### config.mk
export PLATFORM = sky130hd
export DESIGN_NAME = mem_burst_master
export DESIGN_NICKNAME = d
export VERILOG_FILES = /design/src/rtl/mem_burst_master.sv
export SDC_FILE = /design/constraint.sdc
export NUM_CORES = 1
export LEC_CHECK = 0
export CORE_AREA = 2 2 65 67
export DETAILED_ROUTE_END_ITERATION = 10
export DIE_AREA = 0 0 67 69
export PLACE_DENSITY = 0.77
export RECOVER_POWER = 100
export SYNTH_ARGS = -nofsm -noshare
export SYNTH_HDL_FRONTEND = slang
export SYNTH_SLANG_ARGS = --single-unit
### constraint.sdc
create_clock -name clk -period 1.77 [get_ports clk]
set_input_delay 0.531 -clock clk [delete_from_list [all_inputs] [get_ports clk]]
set_output_delay 0.531 -clock clk [all_outputs]
set_load 0.1 [all_outputs]
### src/rtl/mem_burst_master.sv
// ---------------------------------------------------------------------------
// mem_burst_master
//
// Initiator-side burst controller for a single-port memory with a
// write-on-clock-edge, combinational-read interface. A client issues one
// burst command at a time (start address, beats-minus-one, direction).
// Write beats are then streamed in, or read beats streamed out, over
// valid/ready handshakes. Addresses advance sequentially and wrap modulo
// the memory size.
//
// Ports:
//   clk, rst                 clock, asynchronous active-low reset
//   cmd_valid/cmd_ready      command handshake; cmd_write, cmd_addr, cmd_len
//   wr_data/wr_valid/wr_ready  write beat stream (client -> memory)
//   rd_data/rd_valid/rd_ready  read beat stream (memory -> client), registered
//   mem_we/mem_addr/mem_wrData registered memory drive
//   mem_rdData               combinational memory read data for mem_addr
//   busy                     controller not idle
//   done                     one-cycle pulse when a burst completes
// ---------------------------------------------------------------------------
module mem_burst_master #(
    parameter int WIDTH = 8,
    parameter int DEPTH = 4,
    parameter int LEN_W = 4
) (
    input  logic             clk,
    input  logic             rst,
    input  logic             cmd_valid,
    output logic             cmd_ready,
    input  logic             cmd_write,
    input  logic [DEPTH-1:0] cmd_addr,
    input  logic [LEN_W-1:0] cmd_len,
    input  logic [WIDTH-1:0] wr_data,
    input  logic             wr_valid,
    output logic             wr_ready,
    output logic [WIDTH-1:0] rd_data,
    output logic             rd_valid,
    input  logic             rd_ready,
    output logic             mem_we,
    output logic [DEPTH-1:0] mem_addr,
    output logic [WIDTH-1:0] mem_wrData,
    input  logic [WIDTH-1:0] mem_rdData,
    output logic             busy,
    output logic             done
);

    typedef enum logic [2:0] {
        S_IDLE   = 3'd0,
        S_WRITE  = 3'd1,
        S_WFLUSH = 3'd2,
        S_READ   = 3'd3,
        S_RDRAIN = 3'd4
    } state_t;

    state_t           state_q, state_d;
    logic [DEPTH-1:0] addr_q, addr_d;        // next write-beat address
    logic [LEN_W-1:0] cnt_q, cnt_d;          // beats remaining minus one
    logic             mem_we_q, mem_we_d;
    logic [DEPTH-1:0] mem_addr_q, mem_addr_d;
    logic [WIDTH-1:0] mem_wrdata_q, mem_wrdata_d;
    logic [WIDTH-1:0] rd_data_q, rd_data_d;
    logic             rd_valid_q, rd_valid_d;
    logic             done_q, done_d;

    always_ff @(posedge clk or negedge rst) begin
        if (!rst) begin
            state_q      <= S_IDLE;
            addr_q       <= '0;
            cnt_q        <= '0;
            mem_we_q     <= 1'b0;
            mem_addr_q   <= '0;
            mem_wrdata_q <= '0;
            rd_data_q    <= '0;
            rd_valid_q   <= 1'b0;
            done_q       <= 1'b0;
        end else begin
            state_q      <= state_d;
            addr_q       <= addr_d;
            cnt_q        <= cnt_d;
            mem_we_q     <= mem_we_d;
            mem_addr_q   <= mem_addr_d;
            mem_wrdata_q <= mem_wrdata_d;
            rd_data_q    <= rd_data_d;
            rd_valid_q   <= rd_valid_d;
            done_q       <= done_d;
        end
    end

    always_comb begin
        state_d      = state_q;
        addr_d       = addr_q;
        cnt_d        = cnt_q;
        mem_we_d     = 1'b0;            // write enable is a per-beat pulse
        mem_addr_d   = mem_addr_q;
        mem_wrdata_d = mem_wrdata_q;
        rd_data_d    = rd_data_q;
        rd_valid_d   = rd_valid_q;
        done_d       = 1'b0;
        cmd_ready    = 1'b0;
        wr_ready     = 1'b0;

        case (state_q)
            S_IDLE: begin
                cmd_ready = 1'b1;
                if (cmd_valid) begin
                    addr_d = cmd_addr;
                    cnt_d  = cmd_len;
                    if (cmd_write) begin
                        state_d = S_WRITE;
                    end else begin
                        // Reads present the first address right away so
                        // mem_rdData is valid in the first READ cycle.
                        mem_addr_d = cmd_addr;
                        state_d    = S_READ;
                    end
                end
            end

            S_WRITE: begin
                wr_ready = 1'b1;
                if (wr_valid) begin
                    mem_we_d     = 1'b1;
                    mem_addr_d   = addr_q;
                    mem_wrdata_d = wr_data;
                    addr_d       = addr_q + DEPTH'(1);
                    cnt_d        = cnt_q - LEN_W'(1);
                    if (cnt_q == '0) begin
                        state_d = S_WFLUSH;
                    end
                end
            end

            S_WFLUSH: begin
                // The last beat's mem_we is on the bus this cycle; the
                // memory commits it at this edge, so the burst is complete.
                state_d = S_IDLE;
                done_d  = 1'b1;
            end

            S_READ: begin
                // Output register refills when empty or being drained,
                // giving one beat per cycle while rd_ready stays high.
                if (!rd_valid_q || rd_ready) begin
                    rd_data_d  = mem_rdData;
                    rd_valid_d = 1'b1;
                    mem_addr_d = mem_addr_q + DEPTH'(1);
                    cnt_d      = cnt_q - LEN_W'(1);
                    if (cnt_q == '0) begin
                        state_d = S_RDRAIN;
                    end
                end
            end

            S_RDRAIN: begin
                // rd_valid is always set here; wait for the last handshake.
                if (rd_ready) begin
                    rd_valid_d = 1'b0;
                    state_d    = S_IDLE;
                    done_d     = 1'b1;
                end
            end

            default: begin
                state_d = S_IDLE;
            end
        endcase
    end

    assign mem_we     = mem_we_q;
    assign mem_addr   = mem_addr_q;
    assign mem_wrData = mem_wrdata_q;
    assign rd_data    = rd_data_q;
    assign rd_valid   = rd_valid_q;
    assign done       = done_q;
    assign busy       = (state_q != S_IDLE);

endmodule

* After elaboration in Yosys (flattened, before gate mapping)
Index checks and enable logic that the tools add are counted.
** Word-level totals
- Bits in registers :: 34
- Bits of input ports :: 30
- Logic and storage cells :: 67
** Cells by class
- $add $sub $neg :: 3
- Equality and inequality tests :: 11
- Muxes and demuxes :: 29
- Reduce and logical (&&, ||, !) cells :: 15
** Operators with widths (count)
- $mux W4 :: 9
- $pmux W4 S3 :: 2
- $mux W3 :: 6
- $ne A2 B2 Y1 const B :: 7
- $pmux W3 S4 :: 1
- $add A4 B1 Y4 const B :: 2
- $pmux W4 S2 :: 1
- $mux W1 :: 7
- $eq A3 B2 Y1 const B :: 2
- $reduce_and A3 Y1 :: 2
- $reduce_and A6 Y1 :: 1
- $reduce_bool A3 Y1 :: 2
- $reduce_and A5 Y1 :: 1
- $logic_not A4 Y1 :: 1
- $pmux W1 S2 :: 2
- $reduce_and A2 Y1 :: 2
- $reduce_and A4 Y1 :: 1
- $reduce_bool A2 Y1 :: 2
- $sub A4 B1 Y4 const B :: 1
- $eq A3 B1 Y1 const B :: 1
- $eq A3 B3 Y1 const B :: 1
- $logic_not A3 Y1 :: 1
- $mux W2 :: 1
- $logic_not A1 Y1 :: 1
- $logic_or A1 B1 Y1 :: 1

* Longest topological paths before layout
Gate-level depths: netlist of run 1.
- Depth after elaboration :: 4
- Depth in mapped cells :: 5
- Gate-level depth less buffers :: 5

* Least setup slack after synthesis of run 1
No wires, ideal clock.
- Kind :: reg-to-output
- Start point :: register state_q[1]
- End point :: output port cmd_ready
- Arrival :: 2.125 ns
- Setup slack :: -0.886 ns
- Cell stages (with the launch flop) :: 4
- Buffers on the path :: 1
- Path through :: dfrtp_1 > buf_2 > or3_1 > inv_1
** On the way
- Longest elaborated chain between the ends :: 2
** Ends and longest elaborated chain
- start, declared :: line 55 : state_t state_q, state_d;
- start signal, assigned :: line 77 : state_q <= state_d;
- $logic_not A3 Y1 :: line 102 : case (state_q)
- $mux W1 :: line 102
- end, declared :: line 29 : output logic cmd_ready,
No other way between the ends.

* Worst setup path after layout of run 1
- Start point :: register state_q[2]
- End point :: output port cmd_ready
Same word-level chain as after synthesis.

==> results of run 1 <==
-- state kept, by name (all words and copies together) (netlist names) --
name        cells
state_q         3
rd_data         8
mem_we          1
rd_valid        1
addr_q          4
mem_wrData      8
cnt_q           4
mem_addr        4
done            1
-- stage by stage --
stage | worst slack (ps) | cells
global placement | -169 | 270
finish | -157 | 286
floorplan | -382 | 156
detailed placement | -229 | 270
global route | -186 | 286
CTS | -161 | 282
-- metal layers --
metal / vias up / part of all wire / track usage
met4: 0 / 0.010 / 0.0612
met2: 62 / 0.48 / 0.323
met5: - / 0 / 0
met1: 749 / 0.43 / 0.258
met3: 6 / 0.075 / 0.0555
li1: 726 / - / -
-- repair_timing --
| item | 4_1_cts | 5_1_grt |
|---|---|---|
| gates resized for setup | 3 | 8 |
| buffers inserted | 4 | 4 |
| setup endpoints to repair | 3 | 8 |
| pin swaps | 0 | 4 |
-- worst min path at each step --
stage | startpoint | endpoint | slack (ps)
global route | mem_wrData[5] | mem_wrData[5] | 500
detailed placement | cnt_q[0] | cnt_q[0] | 510
floorplan | rst | addr_q[0] | 240
finish | rd_data[5] | rd_data[5] | 480
global placement | cnt_q[0] | cnt_q[0] | 500
CTS | cnt_q[0] | cnt_q[0] | 520
-- cell families (layout without fill, tap and decap cells) --
family | Yosys count | after routing | share of synthesized area
simple gates | 45 | 45 | 0.147
buf+inv | 14 | 94 | 0.0364
fa+ha+maj | 3 | 3 | 0.0219
flops | 34 | 34 | 0.496
mux | 20 | 20 | 0.131
compound gates | 40 | 40 | 0.168
-- layout make-up --
| type | count | area (um2) |
|---|---|---|
| Clock buffer | 6 | 72.6 |
| Multi-Input combinational cell | 108 | 830 |
| Sequential cell | 34 | 853 |
| Timing Repair Buffer | 77 | 673 |
| Tap cell | 50 | 62.6 |
| Clock inverter | 2 | 10.0 |
| Fill cell | 306 | 1380 |
| Inverter | 9 | 37.5 |
-- cell usage in the layout, fill, tap and decap left out, drive strengths merged --
cell / n
nand2: 6
clkdlybuf4s50: 28
dfrtp: 34
clkinv: 2
mux2: 17
ha: 3
o2bb2ai: 1
and4: 1
a21oi: 8
nand3: 2
clkinvlp: 1
nand3b: 1
o21ai: 13
or2: 2
a221oi: 3
o22ai: 1
o2111ai: 1
and2: 2
dlygate4sd3: 1
and3b: 1
o32ai: 1
or3: 1
nor2b: 4
nor2: 10
buf: 41
inv: 8
a211oi: 3
nor3b: 1
o31ai: 3
nand2b: 6
a22oi: 2
nand4: 1
nor3: 6
mux2i: 3
a32oi: 1
a21bo: 1
a31oi: 2
clkbuf: 13
or2b: 1
==> impl_metrics.toml, run 1 <==
[synthesis]
synth_edf_count = 0
yosys_warnings = 0
yosysSeqAreaShare = 0.496
synth-seq-cells = 34
syn-num-nets = 189
netlist_instances = 156
yosys.area.top_type_share = 0.496
synth_area_um2 = 1720
ys.flop_type = "dfrtp_1"
ys_top_cells_by_area = "dfrtp_1 (50%), mux2_1 (10%), ha_1 (2.2%), nand2b_1 (2.2%), a21oi_1 (2.0%)"
syn_area_per_cell_um2 = 11.0
synth.distinct_cells = 42
yosys.area.top_type = "dfrtp_1"
async_flop_share = 1.00
synth_most_common_cell = "dfrtp_1"
synth_common_cells = "dfrtp_1 (34), mux2_1 (16), nor2_1 (9)"

[placement]
io_buffers = 55
dpl-instance-area_um2 = 2710
globalplace.congestion = 0.843
dp_hpwl_mm = 3.34

[setup_path]
cp_cell_sequence = "or3_4, clkinvlp_4, buf_12"
regToRegStartpoint = "state_q[2]"
worstSetupEndpointType = "primary output"
endpoint = "cmd_ready"
crit_cells = 3
crit_buf_inv = 2
timing.rr.end = "rd_data[6]"
cpMaxStageDelayCell = "or3_4"
path_class = "reg -> out"
cp_top_family = "simple AND/OR/NAND/NOR gates"
crit_required_ps = 1240
crit_fanout = 3
critical-path-max-stage-delay_ps = 430
r2r_setup_slack_ps = -10
startpoint = "state_q[2]"
worstPathArrival_ps = 1400
reg2regPathDepth = 5
start_kind = "flip-flop"

[min_path]
hold_depth = 1
min_path_type = "reg -> reg"

[floorplanning]
initial_core_util = 0.439
io_pins = 56
coreArea_um2 = 3910
die_width_um = 67
rows = 23
fp.dieH_um = 69
dieArea_um2 = 4620

[grt]
antenna_found_initial = 0
grt_pass1_wl_mm = 7.19
grt_max_degree = 35
grt_pass1_vias = 1540
grt_overflow_total = 0
track_usage = 0.200

[clock_network]
cts-htree-levels = 2
path_clk_slew_ps = 70
cts_hold_buf = 0
insertion_delay_ps = 280
cts_made_buffers = 5
clk_path_buf_depth = 2
cts_root_buf = "clkbuf_8"
clock_sinks = 34
tritoncts = "done"

[sta]
fin_setup_tns_ps = -453
final-hold-violation-count = 0
hold_slack_ps = 481
finClkSkew_ps = 2.95
tightest_slew_ps = 844
final_max_slew_viol_count = 0
post-route-period-util = 1.09
rsz0062_at_grt = "yes"
timing.final.ws_setup_ps = -157
clock.fmax_ghz = 0.519
slew_headroom = 0.437
setup_viol = 15
fin_crit_ps = 1930

[cells_and_area]
design_area_um2 = 2540
fin_util = 0.649
layout.nets = 268
antenna_cells = 0
area_delta_synth_final_pct = 47.9
drive_above_1_share = 0.288

[outcome]
violations = "setup timing"
status = "finished, violations left"

[detailed_routing]
antenna_left = 0
drt-wirelength-per-cell_um = 16.0
wl_mm = 4.58
drt_iter0_markers = 95
viasPerCell = 5.40
vias = 1543
drc_errors = 0
drt_first_pass_iters = 4

[flow_run]
maxCapViolations = 0
Power of run 1 is left out: the tool's default activity adds up to more than one toggle a clock period on the data nets, which glitch-free logic cannot reach.
==> run 2: changes to the inputs <==
--- a/config.mk
+++ b/config.mk
@@ -5,11 +5,12 @@
 export SDC_FILE = /design/constraint.sdc
 export NUM_CORES = 1
 export LEC_CHECK = 0
-export CORE_AREA = 2 2 65 67
+export CORE_AREA = 2 2 66 68
 export DETAILED_ROUTE_END_ITERATION = 10
-export DIE_AREA = 0 0 67 69
-export PLACE_DENSITY = 0.77
+export DIE_AREA = 0 0 68 70
+export PLACE_DENSITY = 0.75
 export RECOVER_POWER = 100
+export SKIP_CTS_REPAIR_TIMING = 1
 export SYNTH_ARGS = -nofsm -noshare
 export SYNTH_HDL_FRONTEND = slang
 export SYNTH_SLANG_ARGS = --single-unit
==> impl_metrics.toml, run 2 (synthesis results as in run 1) <==
[placement]
globalplace.congestion = 0.794
dp_hpwl_mm = 3.23
io_buffers = 55
pre_cts_ws_ps = -210
dp.cells = 272

[setup_path]
critical-path-max-stage-delay_ps = 410
cpMaxStageDelayCell = "dfrtp_1"
crit_cells = 4
crit_required_ps = 1240
crit_buf_inv = 3
worstSetupEndpointType = "primary output"
timing.critical_path.mode_cell = "buf_12"
r2r_setup_slack_ps = 30
cp_top_family = "buffers and inverters"
start_kind = "flip-flop"
cp_cell_sequence = "buf_12, nor3b_4, buf_6, buf_12"
reg2regPathDepth = 6
path_class = "reg -> out"
worstPathArrival_ps = 1380
crit_fanout = 4

[detailed_routing]
drc_errors = 0
drt-wirelength-per-cell_um = 14.8
wl_mm = 4.21
vias = 1465
antenna_left = 0
viasPerCell = 5.16
drt_first_pass_iters = 4
drt_iter0_markers = 54

[grt]
grt_pass1_wl_mm = 6.96
grt_max_degree = 35
track_usage = 0.195
grt_overflow_total = 0
grt_pass1_vias = 1446
antenna_found_initial = 0

[min_path]
hold_depth = 1
min_path_type = "reg -> reg"

[clock_network]
cts_made_buffers = 5
clock_sinks = 34
cts_root_buf = "clkbuf_8"
tritoncts = "done"
insertion_delay_ps = 290
path_clk_slew_ps = 60
clk_path_buf_depth = 2
cts-htree-levels = 2

[flow_run]
maxCapViolations = 0

[cells_and_area]
drive_above_1_share = 0.293
layout.nets = 264
seq_area_um2 = 856
area_delta_synth_final_pct = 65.7
fin_util = 0.687
final_common_cell = "dfrtp_1"
antenna_cells = 0
final_cell_mix = "dfrtp_1 (30), buf_12 (28), clkdlybuf4s50_1 (27)"
fillers = 286
multi_input_area_um2 = 822
finalNonFillerCells = 284

[sta]
final_max_slew_viol_count = 0
slew_headroom = 0.455
hold_slack_ps = 508
final-hold-violation-count = 0
clock.fmax_ghz = 0.523
fin_crit_ps = 1910
finClkSkew_ps = 8.42
rsz0062_at_grt = "yes"
setup_viol = 3
post-route-period-util = 1.08
timing.final.ws_setup_ps = -143
tightest_slew_ps = 817

[floorplanning]
die_width_um = 68
rows = 24
io_pins = 56
dieArea_um2 = 4760
fp.dieH_um = 70
coreArea_um2 = 4140
initial_core_util = 0.414

[outcome]
status = "finished, violations left"
violations = "setup timing"
## run 2: cell types whose count changed in the layout (fill, tap and decap cells not counted), sizes merged
cell,change
dlymetal6s2s,+1
buf,+2
clkbuf,-6
clkdlybuf4s50,-1
## run 2: metal layers
metal,GRT usage,part of all wire,vias up
li1,-,-,714
met1,0.256,0.42,704
met2,0.304,0.52,39
met3,0.0548,0.047,8
met4,0.0711,0.018,0
met5,0,0,-
## run 2: metrics by stage
| stage | TNS, ps | instance area, um2 |
|---|---|---|
| 2_1_floorplan | -3470 | 1740 |
| 3_3_place_gp | -3830 | 2730 |
| 3_5_place_dp | -4850 | 2730 |
| 4_1_cts | -512 | 2810 |
| 5_1_grt | -962 | 2850 |
| 6_report | -340 | 2850 |
## run 2: cell type report
| cell class | instances | area share |
|---|---|---|
| Multi-Input combinational cell | 108 | 0.289 |
| Timing Repair Buffer | 73 | 0.345 |
| Sequential cell | 34 | 0.301 |
| Tap cell | 52 | 0.0229 |
| Inverter | 9 | 0.0132 |
| Clock inverter | 2 | 0.00352 |
| Clock buffer | 6 | 0.0255 |
## run 2: path summary, 6_finish.rpt
path,from,end
max,state_q[1],wr_ready
max in group asynchronous,rst,state_q[0]
max reg2reg,state_q[0],rd_data[1]
min reg2reg,cnt_q[0],cnt_q[0]
min,cnt_q[0],cnt_q[0]
min in group asynchronous,rst,rd_data[3]
Power of run 2 is left out for the same reason.
